$ cat config.mk
export PLATFORM = sky130hd
export DESIGN_NAME = fifo_ring
export DESIGN_NICKNAME = d
export VERILOG_FILES = /design/src/rtl/fifo_ring.sv
export SDC_FILE = /design/constraint.sdc
export NUM_CORES = 1
export LEC_CHECK = 0
export CAP_MARGIN = 0
export CORE_MARGIN = 5
export CORE_UTILIZATION = 40
export CTS_CLUSTER_DIAMETER = 200
export CTS_CLUSTER_SIZE = 40
export DETAILED_ROUTE_END_ITERATION = 10
export HOLD_SLACK_MARGIN = 0.05
export PLACE_DENSITY_LB_ADDON = 0.12
export SYNTH_ARGS = -nofsm -noshare
export SYNTH_HDL_FRONTEND = slang
export SYNTH_SLANG_ARGS = --single-unit
export TNS_END_PERCENT = 30
$ cat constraint.sdc
create_clock -name clk -period 5.1 [get_ports clk]
set_clock_uncertainty 0.2 [all_clocks]
set_input_delay 1.02 -clock clk [delete_from_list [all_inputs] [get_ports clk]]
set_output_delay 1.02 -clock clk [all_outputs]
set_load 0.1 [all_outputs]
$ cat src/rtl/fifo_ring.sv
// rtl/fifo_ring.sv - single-clock ring FIFO with optional recirculate (replay) mode
module fifo_ring #(
  parameter int DEPTH                 = 4,
  parameter int WIDTH                 = 32,
  parameter int FIRSTWORD_FALLTHROUGH = 1
) (
  input  logic                       clk,
  input  logic                       reset,
  input  logic                       circular,
  input  logic                       write,
  input  logic [WIDTH-1:0]           datain,
  input  logic                       read,
  output logic [WIDTH-1:0]           dataout,
  output logic                       full,
  output logic                       empty,
  output logic [$clog2(DEPTH):0]     count
);

  localparam int AW = $clog2(DEPTH);
  localparam int CW = AW + 1;

  logic [WIDTH-1:0] mem [DEPTH];
  logic [AW-1:0]    wptr;
  logic [AW-1:0]    rptr;
  logic [AW-1:0]    rptr_next;
  logic [CW-1:0]    count_next;
  logic [WIDTH-1:0] wdata;
  logic [WIDTH-1:0] head_next;
  logic             rd_acc;
  logic             wr_acc;
  logic             recirc;
  logic             push;

  assign full  = (count == CW'(DEPTH));
  assign empty = (count == '0);

  // Accept decisions, tail write data and the head word that will be visible after this edge
  always_comb begin
    rd_acc     = read && !empty;
    // A same-cycle accepted read frees a slot, so a write into a full FIFO still goes in
    wr_acc     = write && (!full || rd_acc);
    // Replay only when no external word claims the tail slot this cycle
    recirc     = circular && rd_acc && !wr_acc;
    push       = wr_acc || recirc;
    wdata      = wr_acc ? datain : mem[rptr];
    rptr_next  = rd_acc ? rptr + AW'(1) : rptr;
    count_next = count + CW'(push) - CW'(rd_acc);
    // The slot being written becomes the head only when it is the sole stored word;
    // bypass it since the array is not updated until this same edge
    head_next  = (push && (wptr == rptr_next)) ? wdata : mem[rptr_next];
  end

  // Storage array: no reset, contents are don't-care until written
  always_ff @(posedge clk) begin
    if (reset && push) begin
      mem[wptr] <= wdata;
    end
  end

  // Pointers, occupancy and registered read data
  always_ff @(posedge clk) begin
    if (!reset) begin
      wptr    <= '0;
      rptr    <= '0;
      count   <= '0;
      dataout <= '0;
    end else begin
      if (push) begin
        wptr <= wptr + AW'(1);
      end
      rptr  <= rptr_next;
      count <= count_next;
      if (FIRSTWORD_FALLTHROUGH != 0) begin
        // Show-ahead: keep presenting the head; hold the last word once drained
        if (count_next != '0) begin
          dataout <= head_next;
        end
      end else begin
        if (rd_acc) begin
          dataout <= mem[rptr];
        end
      end
    end
  end

endmodule

==> metrics.txt <==
first-pass GRT wire length=~36000 µm; Synth-to-Final Area Change=17.3%; GRT overflow=0; synth warn=0; maximum vdd ir drop=0.398 mV; r2r startpoint=count[1]; Critical Path Sink Type=flip-flop; Final Max Slew Viols=0; WP data required=about 5.2 ns; die area=around 0.025 mm²; Hold WS=0.303 ns; Via Count=between 6000 and 7000; Total Routing Usage GR=0.190; post-synth top area share=0.435; initial core utilization=0.406; RSZ-0062 raised after global routing=no; count leader, synth=edfxtp_1; clock sink count=~170; # Max-Cap Violations=0; final setup fails=0; Die X=roughly 160 µm; P per Cell Area=around 640 mW/mm²; pin count of the biggest net entering global routing=just over 50; Post-synth EDFFs=128; n_diodes=0; CP Class=input pin to flip-flop; Tmin final=between 4 and 5 ns; drt pass-1 iters=8; Synth top cells by count=edfxtp_1, nor2_1, mux4_2, dfxtp_1; CP startpoint=read; HP Start=dataout[29]; Post-Syn Instances=about 630; largest cells by area after synthesis=edfxtp_1, mux4_2, dfxtp_1; Max clock buf depth=2; Ports=74; FMAX=about 250 MHz; layout cells sized above 1=0.220; hold_buf cts=0; DRC violations left=0; Worst EP arrival=between 4 and 5 ns; Core Area=about 0.022 mm²; setup_tns=0 ns; Yosys cell types=42; DR iter-0 viols=between 300 and 400; Std-Cell Rows=between 50 and 60; post-CTS setup buffer count=0; synthesized area=slightly below 0.009 mm²; Clock power frac=0.188; Slew headroom=0.324; vias per std cell=6.15; Synth Area per Inst=approximately 14 µm²; number of buffers added on ports=73; Synth area leader=edfxtp_1; die height=159 µm; Crit Path Max Fanout=19; Detail Placement HPWL=between 10000 and 15000 µm; ys async rst share=0; Pint=between 3 and 4 mW; ANT nets after route=0; post-cts resize count=0; Placer Congestion=roughly 0.74; final WL=23400 µm; Num CTS Buffers=17; H-tree Lvls=4; multi-input logic area=0.00390 mm²; status=finished, final reports clean; latest clock arrival within the worst-skew pair=around 0.42 ns; LEAKAGE=between 3 and 4 nW; vias in the first global route=about 6200; share of the clock period used by the worst path=0.799; Synth Flop Type=edfxtp_1; NetSw=2.89 mW; Post-Syn Nets=674; clk root buf=clkbuf_16; startpoint types=input pin; Reg area=about 0.0046 mm²; Seq/Total Area, Yosys=0.523; combinational cell fraction of total power=0.500; TritonCTS clock tree=yes; Hold Crit Class=flip-flop to flip-flop; final hold violations=0; register bit total from synthesis=around 170; drt wl/cell=23.9 µm; Fill cells=approximately 1900; antenna violations before repair=0; Layout Nets=729; Seq pwr share=0.312; switching part of the total=0.439; Worst-path clk slew=about 0.06 ns; worst slew pin tran=1.01 ns
## sequential cells by signal, indices dropped and copies added, names as in the netlist
name and count:
count 3, wptr 2, rptr 2, dataout 32, mem 128
## power groups by stage
stage | logic [mW] | clock network [mW] | registers, mW
2_1_floorplan | 1.97 | 0 | 2.60
3_3_place_gp | 3.26 | 0 | 2.07
3_5_place_dp | 3.31 | 0 | 2.08
4_1_cts | 3.32 | 1.27 | 2.06
5_1_grt | 3.51 | 1.32 | 2.09
6_report | 3.29 | 1.24 | 2.06
## metrics by stage
step	area (µm²)	instances	total power [mW]	setup slack (ns)	utilization
floorplan	8840	631	4.58	0.597	-
global placement	9800	947	5.33	0.682	0.451
detailed placement	9800	947	5.39	0.624	0.451
CTS	10400	979	6.64	1.05	0.476
global route	10400	979	6.92	0.861	0.476
finish	10400	979	6.59	1.02	0.476
## cells in the final DEF, fill, tap and decap left out, drive strengths merged, types with 2 or more instances in the layout
master         netlist  layout
clkdlybuf4s50        0      73
buf                 31      24
mux2                32      32
a21oi               35      35
xnor2                3       3
o211ai              32      32
nor2                66      66
and2                 6       6
mux2i               33      33
dfxtp               39      39
ha                   5       5
o32ai               32      32
and3                 4       4
nor2b                2       2
mux4                64      64
bufinv               0       2
edfxtp             128     128
inv                  4       5
o21ai                2       2
nand2               34      34
nor3                 4       4
clkinv               0       5
nand2b               3       3
o311ai              32      32
clkbuf              30      23
## path summary, 6_finish.rpt
check | endpoint | slack, ns | cells after the start
max | dataout[12] | 1.02 | 13
min | dataout[29] | 0.30 | 2
max reg2reg | dataout[12] | 1.71 | 12
min reg2reg | dataout[29] | 0.30 | 2
## cell families after synthesis
family	Yosys count	share of synthesized area
mux	129	0.241
flops	167	0.523
simple gates	122	0.0590
compound gates	137	0.119
buf+inv	65	0.0391
fa+ha+maj	6	0.00934
xor+xnor	5	0.00864
## critical path, stage by stage
cell             delay, ns
clkdlybuf4s50_1       0.63
mux2i_1               0.14
a21oi_2               0.17
nand2b_1              0.15
o21ai_0               0.11
ha_1                  0.22
fa_1                  0.43
xnor3_1               0.38
nor3_2                0.17
and3b_1               0.22
buf_4                 0.22
o211ai_1              0.15
o311ai_2              0.13
## layer usage
layer | track usage | wire length, µm | vias to the layer above
met4 | 0.0491 | 274 | 0
li1 | - | - | 2676
met3 | 0.0318 | 1210 | 25
met5 | 0 | 0 | -
met2 | 0.328 | 11700 | 156
met1 | 0.251 | 10200 | 3163
## final cells by class
type                    count  area share
clock inverters             9     0.00978
clock buffers              23      0.0442
repair buffers             97      0.0879
flip-flops and latches    167       0.447
multi-input cells         399       0.376
well taps                 280      0.0338
inverters                   4     0.00145
Power figures use the tool's default switching activity.
==> patch (same flow settings) <==
`WIDTH`: 32 -> 48.
--- a/src/rtl/fifo_ring.sv
+++ b/src/rtl/fifo_ring.sv
@@ -1,7 +1,7 @@
 // rtl/fifo_ring.sv - single-clock ring FIFO with optional recirculate (replay) mode
 module fifo_ring #(
   parameter int DEPTH                 = 4,
-  parameter int WIDTH                 = 32,
+  parameter int WIDTH                 = 48,
   parameter int FIRSTWORD_FALLTHROUGH = 1
 ) (
   input  logic                       clk,
Interface: changed (resized datain and dataout); port bits go from 74 to 106. The function was not compared with the original's and may differ.
==> patch against the original RTL <==
Wire length is 46% higher; critical path depth is 1 lower; cell area is 35% higher; critical path type unchanged; largest power group unchanged; sequential share of layout area is 4.4 points higher; sequential cell count is 80 higher; cell count is 51% higher; combinational power is 32% higher; fmax is 7.4% lower; setup slack worse by 0.33 ns; area after synthesis is 40% higher; clock power is 17% lower; register-to-register slack worse by 0.75 ns; count of clock-buffer cells in the layout is 9 lower; total power is 25% higher.
==> patch: results (changes against the original RTL) <==
* Post-synth ARST share at 0% (unchanged)
* Largest net degree at the start of global routing at 95 (+86%)
* Total track usage at 19.3% (+0.29 points)
* CP arrival at 4.65 ns (+0.50 ns)
* Post-synth top cells: 192 x edfxtp_1, 96 x o221ai_1, 70 x clkbuf_1, 55 x dfxtp_1
* Final #Nets at 1134 (+56%)
* Slowest Stage Delay on Critical Path at 1.01 ns (+0.38 ns)
* Resized cells post-CTS at 0 (unchanged)
* Clock root cell: clkbuf_16
* CTS clk-pin slew, worst paths at 0.15 ns (+0.09 ns)
* Port Buffers at 105 (+44%)
* Routability congestion estimate at 0.724 (-2.6%)
* Clk_lat worst skew at 0.51 ns (+0.09 ns)
* Ratio of cells with drive above 1 in the final layout at 9.93% (-12 points)
* Leak Pwr at 4.59 nW (+41%)
* First-pass GRT wire length at 52700 um (+46%)
* Worst slew margin at 17.2% (-15 points)
* Post-synthesis sequential area ratio at 55.6% (+3.3 points)
* Post-DP HPWL at 18900 um (+36%)
* Tmin final at 4.40 ns (+0.327 ns)
* H-tree depth at 1 (-3)
* Post-synth EDFFs at 192 (+50%)
* Num CTS Buffers at 10 (-7)
* Post-Route WL at 34200 um (+46%)
* Top flop regs: mem x192, dataout x48, count x3
* Outcome: finished clean
* Worst Hold Depth at 2 (unchanged)
* Max VDD drop at 381 uV (-4.1%)
* Clock buffer depth at 3 (+1)
* Post-synthesis cell type count at 37 (-12%)
* Hold/Removal Path Class: reg2reg
* Synthesis Warnings at 0 (unchanged)
* Ranking of synthesized cells by area: edfxtp_1 47%, dfxtp_1 8.9%, o221ai_1 6.8%
* # diodes at 0 (unchanged)
* DRT iter0 DRCs at 755 (+100%)
* Vias in the first global route at 9015 (+45%)
* Pre-antenna DRT Iters at 5 (-3)
* Slowest cell on the critical path: nor3b_4
* Fillers at 2842 (+49%)
* R2R cell count at 12 (unchanged)
* R2R Setup Slk at 0.96 ns (-0.75 ns)
* Total number of vias at 9076 (+51%)
* CP max FO at 27 (+8)
* Hold Vio Cnt, Final at 0 (unchanged)
* Initial antenna violation count at 0 (unchanged)
==> patch: changes by cell type after synthesis, sizes merged, moves of 49 or more <==
cell / before / now
mux4: 64 / 0
or3: 0 / 49
o221ai: 0 / 96
edfxtp: 128 / 192
==> patch: final timing paths <==
kind,from,end
setup / recovery,write,dataout[27]
hold / removal,wptr[1],wptr[1]
setup reg to reg,count[0],dataout[27]
hold reg to reg,wptr[1],wptr[1]
==> patch: layout make-up <==
| class | instances | area share, % |
|---|---|---|
| clock buffers | 14 | 2.05 |
| repair buffers | 134 | 9.56 |
| clock inverters | 1 | 0.214 |
| inverters | 7 | 0.197 |
| multi-input cells | 675 | 35.4 |
| well taps | 396 | 3.54 |
| flip-flops and latches | 247 | 49.1 |
==> patch: per-stage QoR <==
step                hold WS (ns)  std cells  utilization [%]  cell area (um^2)  setup WS [ns]
floorplan                  0.311       1042                -             12300          0.666
global route               0.420       1474             45.9             14000          0.438
CTS                        0.393       1474             45.9             14000          0.671
finish                     0.397       1474             45.9             14000          0.696
global placement           0.381       1459             44.9             13700          0.106
detailed placement         0.369       1459             44.9             13700          0.154
==> patch: worst max-delay path, delay by kind of cell <==
family,cells,cell delay [ns]
AOI/OAI and AO/OA,3,0.52
xor gates and xnor gates,2,0.45
adders and majority gates,2,0.61
buffers and inverters,2,0.85
and+or+nand+nor,3,1.16
==> patch: layer usage <==
layer | global-route usage, % | routed length, um
met1 | 26.4 | 15500
met2 | 33.8 | 16700
met3 | 2.35 | 1590
met4 | 3.03 | 390
met5 | 0 | 0
==> patch: kinds of logic after synthesis <==
kind of cell	Yosys count	share of synthesized area, %
mux	97	8.35
flops	247	55.6
buf+inv	120	4.57
fa+ha+maj	6	0.669
compound gates	348	21.3
simple gates	216	8.89
xor+xnor	8	0.568
==> patch: report_power, final <==
part	leakage (nW)	switching (mW)	total, mW	internal, mW
clock	0.151	0.622	1.03	0.411
sequential	2.21	0.264	2.88	2.62
combinational	2.23	2.98	4.33	1.36
